`src/rtl/bp_me_cfg_responder.sv`:
```
// Responder for IO cfg commands: small cfg register file plus a CCE instruction-RAM window.
// Handles one command at a time and returns one response per accepted command.
module bp_me_cfg_responder #(
  parameter int paddr_width_p   = 40,
  parameter int data_width_p    = 64,
  parameter int core_id_width_p = 4,
  parameter int inst_width_p    = 64,
  parameter int inst_ram_els_p  = 256,
  parameter logic [paddr_width_p-1:0] inst_base_p = 'h8000
) (
  input  logic                              clk_i,
  input  logic                              reset_n_i,
  input  logic                              io_cmd_v_i,
  output logic                              io_cmd_yumi_o,
  input  logic                              io_cmd_type_i,
  input  logic [paddr_width_p-1:0]          io_cmd_addr_i,
  input  logic [1:0]                        io_cmd_size_i,
  input  logic [data_width_p-1:0]           io_cmd_data_i,
  output logic                              io_resp_v_o,
  input  logic                              io_resp_ready_i,
  output logic                              io_resp_type_o,
  output logic [paddr_width_p-1:0]          io_resp_addr_o,
  output logic [1:0]                        io_resp_size_o,
  output logic [data_width_p-1:0]           io_resp_data_o,
  output logic                              freeze_o,
  output logic [core_id_width_p-1:0]        core_id_o,
  output logic                              cce_mode_o,
  output logic                              err_o,
  output logic                              inst_w_v_o,
  output logic                              inst_r_v_o,
  output logic [$clog2(inst_ram_els_p)-1:0] inst_addr_o,
  output logic [inst_width_p-1:0]           inst_data_o,
  input  logic [inst_width_p-1:0]           inst_data_i
);

  localparam int idx_w = $clog2(inst_ram_els_p);
  localparam logic [paddr_width_p-1:0] ram_end = inst_base_p + paddr_width_p'(8 * inst_ram_els_p);

  localparam logic [1:0] IDLE     = 2'd0;
  localparam logic [1:0] RAM_WAIT = 2'd1;
  localparam logic [1:0] RESP     = 2'd2;

  function automatic logic [data_width_p-1:0] size_mask(input logic [1:0] size);
    logic [data_width_p-1:0] m;
    m = '1;
    case (size)
      2'd0:    m = data_width_p'(8'hFF);
      2'd1:    m = data_width_p'(16'hFFFF);
      2'd2:    m = data_width_p'(32'hFFFF_FFFF);
      default: m = '1;
    endcase
    return m;
  endfunction

  logic [1:0]               state;
  logic                     accept;
  logic                     ram_hit, hit_freeze, hit_core, hit_mode, mapped;
  logic [paddr_width_p-1:0] ram_off;
  logic [data_width_p-1:0]  wdata, reg_rdata;

  // Reset gates the handshake so nothing is consumed while the block is held in reset.
  assign accept        = (state == IDLE) & io_cmd_v_i & reset_n_i;
  assign io_cmd_yumi_o = accept;
  assign io_resp_v_o   = (state == RESP);

  assign ram_hit    = (io_cmd_addr_i >= inst_base_p) && (io_cmd_addr_i < ram_end);
  assign ram_off    = io_cmd_addr_i - inst_base_p;
  assign hit_freeze = (io_cmd_addr_i == paddr_width_p'('h0));
  assign hit_core   = (io_cmd_addr_i == paddr_width_p'('h8));
  assign hit_mode   = (io_cmd_addr_i == paddr_width_p'('h10));
  assign mapped     = ram_hit | hit_freeze | hit_core | hit_mode;
  assign wdata      = io_cmd_data_i & size_mask(io_cmd_size_i);

  always_comb begin
    reg_rdata = '0;
    if (hit_freeze)    reg_rdata = data_width_p'(freeze_o);
    else if (hit_core) reg_rdata = data_width_p'(core_id_o);
    else if (hit_mode) reg_rdata = data_width_p'(cce_mode_o);
  end

  assign inst_w_v_o  = accept & io_cmd_type_i & ram_hit;
  assign inst_r_v_o  = accept & ~io_cmd_type_i & ram_hit;
  assign inst_addr_o = idx_w'(ram_off >> 3);
  assign inst_data_o = inst_width_p'(wdata);

  always_ff @(posedge clk_i or negedge reset_n_i) begin
    if (!reset_n_i) begin
      state          <= IDLE;
      freeze_o       <= 1'b1;
      core_id_o      <= '0;
      cce_mode_o     <= 1'b0;
      err_o          <= 1'b0;
      io_resp_type_o <= 1'b0;
      io_resp_addr_o <= '0;
      io_resp_size_o <= '0;
      io_resp_data_o <= '0;
    end else begin
      case (state)
        IDLE: begin
          if (accept) begin
            io_resp_type_o <= io_cmd_type_i;
            io_resp_addr_o <= io_cmd_addr_i;
            io_resp_size_o <= io_cmd_size_i;
            if (!mapped) err_o <= 1'b1;
            if (io_cmd_type_i) begin
              io_resp_data_o <= '0;
              if (hit_freeze) freeze_o   <= wdata[0];
              if (hit_core)   core_id_o  <= wdata[core_id_width_p-1:0];
              if (hit_mode)   cce_mode_o <= wdata[0];
              state <= RESP;
            end else if (ram_hit) begin
              state <= RAM_WAIT;
            end else begin
              io_resp_data_o <= reg_rdata & size_mask(io_cmd_size_i);
              state <= RESP;
            end
          end
        end
        // RAM read data arrives exactly one cycle after the read strobe.
        RAM_WAIT: begin
          io_resp_data_o <= data_width_p'(inst_data_i) & size_mask(io_resp_size_o);
          state <= RESP;
        end
        RESP: begin
          if (io_resp_ready_i) state <= IDLE;
        end
        default: state <= IDLE;
      endcase
    end
  end

endmodule

```
`config.mk`:
```
export PLATFORM = sky130hd
export DESIGN_NAME = bp_me_cfg_responder
export DESIGN_NICKNAME = d
export VERILOG_FILES = /design/src/rtl/bp_me_cfg_responder.sv
export SDC_FILE = /design/constraint.sdc
export NUM_CORES = 1
export LEC_CHECK = 0
export CORE_AREA = 5 5 138 140
export DETAILED_ROUTE_END_ITERATION = 8
export DIE_AREA = 0 0 143 145
export PLACE_DENSITY = 0.7
export SLEW_MARGIN = 10
export SYNTH_ARGS = -nofsm -noshare
export SYNTH_HDL_FRONTEND = slang
export SYNTH_SLANG_ARGS = --single-unit
```
`constraint.sdc`:
```
create_clock -name clk_i -period 1.7 [get_ports clk_i]
set_input_delay 0.255 -clock clk_i [delete_from_list [all_inputs] [get_ports clk_i]]
set_output_delay 0.255 -clock clk_i [all_outputs]
set_load 0.1 [all_outputs]
```
# After elaboration in Yosys (flattened, before gate mapping)
# Index checks and enable logic that the tools add are counted.
word_totals:
  latch_bits: 0
  mem_count: 0
  in_bits: 175
  romBits: 0
  elab_cells: 69
  ramBits: 0
  regBits: 116
op_classes:
  mux: 19
  addsub: 1
  n_bitwise: 14
  n_reduce_logical: 13
  n_eq_ne: 11
  n_mul: 0
  magnitude_cmp: 2
  n_shift: 0
  div: 0
op_table:
  columns: ["op", "count"]
  rows:
  - ["2-to-1 mux 64 bit", 8]
  - ["case mux 64 bit (3 select lines)", 2]
  - ["AND 64 bit", 3]
  - ["case mux 64 bit (2 select lines)", 1]
  - ["equality test 40 x 4 -> 1 bit (second input constant)", 1]
  - ["equality test 40 x 5 -> 1 bit (second input constant)", 1]
  - ["greater-or-equal comparator 40 x 16 -> 1 bit (second input constant)", 1]
  - ["zero test 40 bit", 1]
  - ["less-than comparator 40 x 16 -> 1 bit (second input constant)", 1]
  - ["AND reduction 4 bit", 3]
  - ["subtractor 11 x 1 -> 11 bit (second input constant)", 1]
  - ["2-to-1 mux 2 bit", 4]
  - ["2-to-1 mux 4 bit", 2]
  - ["AND 1 bit", 6]
  - ["equality test 2 x 1 -> 1 bit (second input constant)", 3]
  - ["equality test 2 bit (second input constant)", 3]
  - ["zero test 2 bit", 3]
  - ["case mux 2 bit (3 select lines)", 1]
  - ["AND reduction 3 bit", 2]
  - ["AND reduction 2 bit", 2]
  - ["inequality test 3 bit (second input constant)", 1]
  - ["bitwise OR 1 bit", 3]
  - ["inequality test 2 x 1 -> 1 bit (second input constant)", 1]
  - ["inequality test 2 bit (second input constant)", 1]
  - ["4 further kinds", 5]

# Depth between registers and ports, before layout
depth:
  depth_word: 11
  mapped_depth: 7

# Worst setup path before layout
# No wires, ideal clock.
synth_timing:
  path_type: "input port to output port"
  startpoint: "in io_cmd_addr_i[21]"
  endpoint: "out inst_r_v_o"
  cell_stages: 4
  required_ns: 1.445
  arrival_time_ns: 3.985
  setup_slack_ns: -2.540
  path_cell_list: "nor4_1 -> nand4_2 -> nand3b_1 -> nor4_1"
synth_between:
  elab_chain_cells: 3
  word_cells_on_any_way: 4
  cone_classes: "order compare (2); bitwise (1); reduce/logical (1)"
synth_lines:
  columns: ["item", "line_no", "text"]
  rows:
  - ["start: declaration", "16", "input logic [paddr_width_p-1:0] io_cmd_addr_i,"]
  - ["greater-or-equal comparator 40 x 16 -> 1 bit / less-than comparator 40 x 16 -> 1 bit (equally long branches)", "66", "assign ram_hit = (io_cmd_addr_i >= inst_base_p) && (io_cmd_addr_i < ram_end);"]
  - ["logical AND 1 bit (*)", "66", null]
  - ["AND 1 bit (*)", "82", "assign inst_r_v_o = accept & ~io_cmd_type_i & ram_hit;"]
  - ["end: declaration", "30", "output logic inst_r_v_o,"]
# Every way passes the cells marked *; elsewhere a longest branch is shown, timed or not.

# Worst setup path after layout
layout_timing:
  startpoint: "reg state[0]"
  endpoint: "out inst_w_v_o"
layout_between:
  elab_chain_cells: 5
layout_lines:
  columns: ["item", "line_no", "text"]
  rows:
  - ["start: declaration", "55", "logic [1:0] state;"]
  - ["start signal: assignment", "88", "state <= IDLE;"]
  - ["start signal: assignment", "110", "state <= RESP;"]
  - ["start signal: assignment", "112", "state <= RAM_WAIT;"]
  - ["zero test 2 bit", "62", "assign accept = (state == IDLE) & io_cmd_v_i & reset_n_i;"]
  - ["AND 1 bit (2 in a row)", "62", null]
  - ["AND 1 bit (2 in a row)", "81", "assign inst_w_v_o = accept & io_cmd_type_i & ram_hit;"]
  - ["end: declaration", "29", "output logic inst_w_v_o,"]
# No other way between the ends.

==> results.sh <==
export IMPL_synth_distinct_cells=43
export IMPL_setup_viol=30
export IMPL_dp_slack_ns=-0.739
export IMPL_wirelength_mm=24.4
export IMPL_clock_power_share=0.322
export IMPL_cts_tree="yes"
export IMPL_die_h_microns=145
export IMPL_p_switching_uw=4290
export IMPL_arrival_ns=1.79
export IMPL_finClkSkew_ns=0.0133
export IMPL_port_buffers=356
export IMPL_synthArstFlopShare=1.00
export IMPL_cts_buffers=17
export IMPL_startpoint_type="register"
export IMPL_cp_max_fo=2
export IMPL_track_usage=0.219
export IMPL_relSlewSlack=0.626
export IMPL_rrSetupSlack_ns=-0.20
export IMPL_violations="setup timing"
export IMPL_clkSinkCount=116
export IMPL_r2r_end="core_id_o[0]"
export IMPL_final_max_slew_violation_count=0
export IMPL_grt_pass1_wl_mm=35.0
export IMPL_fmax_ghz=0.489
export IMPL_final_setup_tns_ns=-2.19
export IMPL_placed_cells=1077
export IMPL_fillers=1210
export IMPL_p_per_area_nw_per_um2=912
export IMPL_crit_path_end="inst_w_v_o"
export IMPL_status="finished with violations"
export IMPL_clock_path_buffers=2
export IMPL_setup_ws_ns=-0.347
export IMPL_antenna_found_initial=2
export IMPL_yosys_area_top_type_share=0.548
export IMPL_ff2ff_path_depth=7
export IMPL_gp_congestion=0.807
export IMPL_max_cap_violations=0
export IMPL_fp_dieW_microns=143
export IMPL_nNetsFinal=1065
export IMPL_synth_most_common_cell="nand2_1"
export IMPL_insertion_delay_ns=0.41
export IMPL_yosysSeqAreaShare=0.553
export IMPL_netlist_area_sq_um=5250
export IMPL_seq_power_share=0.283
export IMPL_dp_hpwl_mm=18.1
export IMPL_fin_crit_ns=2.05
export IMPL_start_util=0.296
export IMPL_p_leak_uw=0.00574
export IMPL_end_kind="output pin"
export IMPL_ys_warn_count=0
export IMPL_finalCritPeriodShare=1.20
export IMPL_grt_overflow_total=0
export IMPL_synth_ff_type="dfrtp_1"
export IMPL_grt_max_degree=64
export IMPL_area_growth_pct=135
export IMPL_synth_largest_area_cell="dfrtp_1"
export IMPL_final_core_util=0.696
export IMPL_pin_count=365
export IMPL_cts_root_buf="clkbuf_16"
export IMPL_r2r_start="state[0]"
export IMPL_min_path_type="in2reg"
export IMPL_grt_pass1_vias=5950
export IMPL_worstMarginPinSlew_ns=0.561
export IMPL_synth_area_top_cells="dfrtp_1, a32o_1, nand2_1, and3_1, and2_1"
export IMPL_syn_avg_cell_area_sq_um=10.7
export IMPL_ir_worst_vdd_mv=0.630
export IMPL_post_route_drc_count=0
export IMPL_synth_edf_count=0
export IMPL_critPathKind="reg2out"
export IMPL_final_antenna_net_count=0
export IMPL_syn_num_nets=665
export IMPL_drtIter0Drc=225
export IMPL_vias_per_cell=4.88
export IMPL_synth_common_cells="nand2_1, dfrtp_1, a32o_1"
export IMPL_report_final_hold_viol_count=0
export IMPL_rsz0062_at_grt="yes"
export IMPL_vias=5527
export IMPL_power_total_uw=11200
export IMPL_drive_above_1_share=0.402
export IMPL_ys_seq_elements=116
export IMPL_firstDrtPassIters=4
export IMPL_instances_no_fill=1133
export IMPL_core_area_sq_um=17700
export IMPL_switching_share=0.381
export IMPL_num_rows=49
export IMPL_clk_pin_slew_worst_paths_ns=0.06
export IMPL_syn_inst=490
export IMPL_cts_htree_levels=4
export IMPL_wl_per_cell_microns=21.6
export IMPL_critPathRequiredTime_ns=1.44
export IMPL_design_die_area_sq_um=20700
export IMPL_critPathLaunch="state[0]"
export IMPL_p_int_uw=6960
export IMPL_power_frac_comb=0.394
[state kept, by name, summed over array words and instances, names as in the netlist]
name and flops:
io_resp_data_o 64, io_resp_addr_o 40, core_id_o 4, io_resp_size_o 2
state 2, cce_mode_o 1, err_o 1, freeze_o 1
io_resp_type_o 1
[metrics by stage]
stage | hold WS [ns] | instance area [sq um]
after CTS | 0.0548 | 12000
final | 0.0651 | 12300
after detailed placement | 0.377 | 11200
after floorplan | -0.0406 | 5390
after global placement | 0.377 | 11200
after global routing | 0.0524 | 12300
[power groups by stage]
| stage | clock, uW | combinational (uW) | sequential (uW) |
|---|---|---|---|
| 6_report | 3630 | 4430 | 3190 |
| 4_1_cts | 3680 | 4390 | 3190 |
| 5_1_grt | 3810 | 4560 | 3210 |
| 3_3_place_gp | 0 | 4320 | 3220 |
| 3_5_place_dp | 0 | 4340 | 3240 |
| 2_1_floorplan | 0 | 1010 | 4550 |
[cell families after synthesis]
family	synth area share
AND/OR/NAND/NOR	0.225
flip-flops	0.553
AO/OA/AOI/OAI	0.136
buffers and inverters	0.0624
multiplexers	0.0233
[routing by layer]
layer,part of all wire,wire [microns],up-vias,global-route usage
li1,-,-,2545,-
met1,0.34,8220,2660,0.228
met2,0.53,12900,277,0.397
met3,0.10,2480,43,0.0961
met4,0.033,794,2,0.0632
met5,0.00053,13,-,0
[worst min path at each step]
stage | from | endpoint | slack [ns] | depth (start not counted)
floorplan | reset_n_i | cce_mode_o | -0.04 | 0
global placement | reset_n_i | io_resp_addr_o[15] | 0.38 | 2
detailed placement | reset_n_i | io_resp_addr_o[15] | 0.38 | 2
CTS | io_cmd_addr_i[36] | io_resp_addr_o[36] | 0.05 | 3
global route | io_cmd_addr_i[38] | io_resp_addr_o[38] | 0.05 | 3
finish | io_cmd_addr_i[38] | io_resp_addr_o[38] | 0.07 | 3
[placed cells by master (no fill, tap or decap), drive strengths merged, types with 2 or more instances in the layout]
master and instances:
a21oi 2, a31o 4, a32o 56, and2 21
and3 33, buf 264, bufinv 3, clkbuf 25
clkdlybuf4s15 6, clkdlybuf4s50 132, clkinv 4, clkinvlp 6
dfrtp 115, dlygate4sd2 16, dlymetal6s2s 8, inv 6
mux2 6, mux2i 4, nand2 131, nand2b 3
nand3 2, nand4 5, nor2 5, nor2b 11
nor4 14, o21ai 3, o22ai 3
[critical path: stages (launching register included)]
cell and delay, ns:
dfrtp_1 0.37, or3_4 0.40, inv_4 0.07, buf_6 0.10
nand2_4 0.05, nor3_4 0.19, buf_12 0.20
[what timing repair did]
action                     in CTS  in global routing
hold endpoints to repair       37                  0
pin swaps                      19                 40
hold buffers                    1                  0
setup endpoints to repair     132                 91
cloned                          2                  7
gates resized for setup        82                 34
buffers inserted                9                  9
[final cells by class]
cell class              instances  area (sq um)  share of cell area
diodes                          1          2.50            0.000203
clock buffers                  19           443              0.0359
clock inverters                13           159              0.0129
inverters                       6          25.0             0.00203
multi-input cells             315          2250               0.183
flip-flops and latches        116          2910               0.236
well taps                     229           287              0.0232
repair buffers                434          6260               0.507
(Power assumes the default switching activity.)
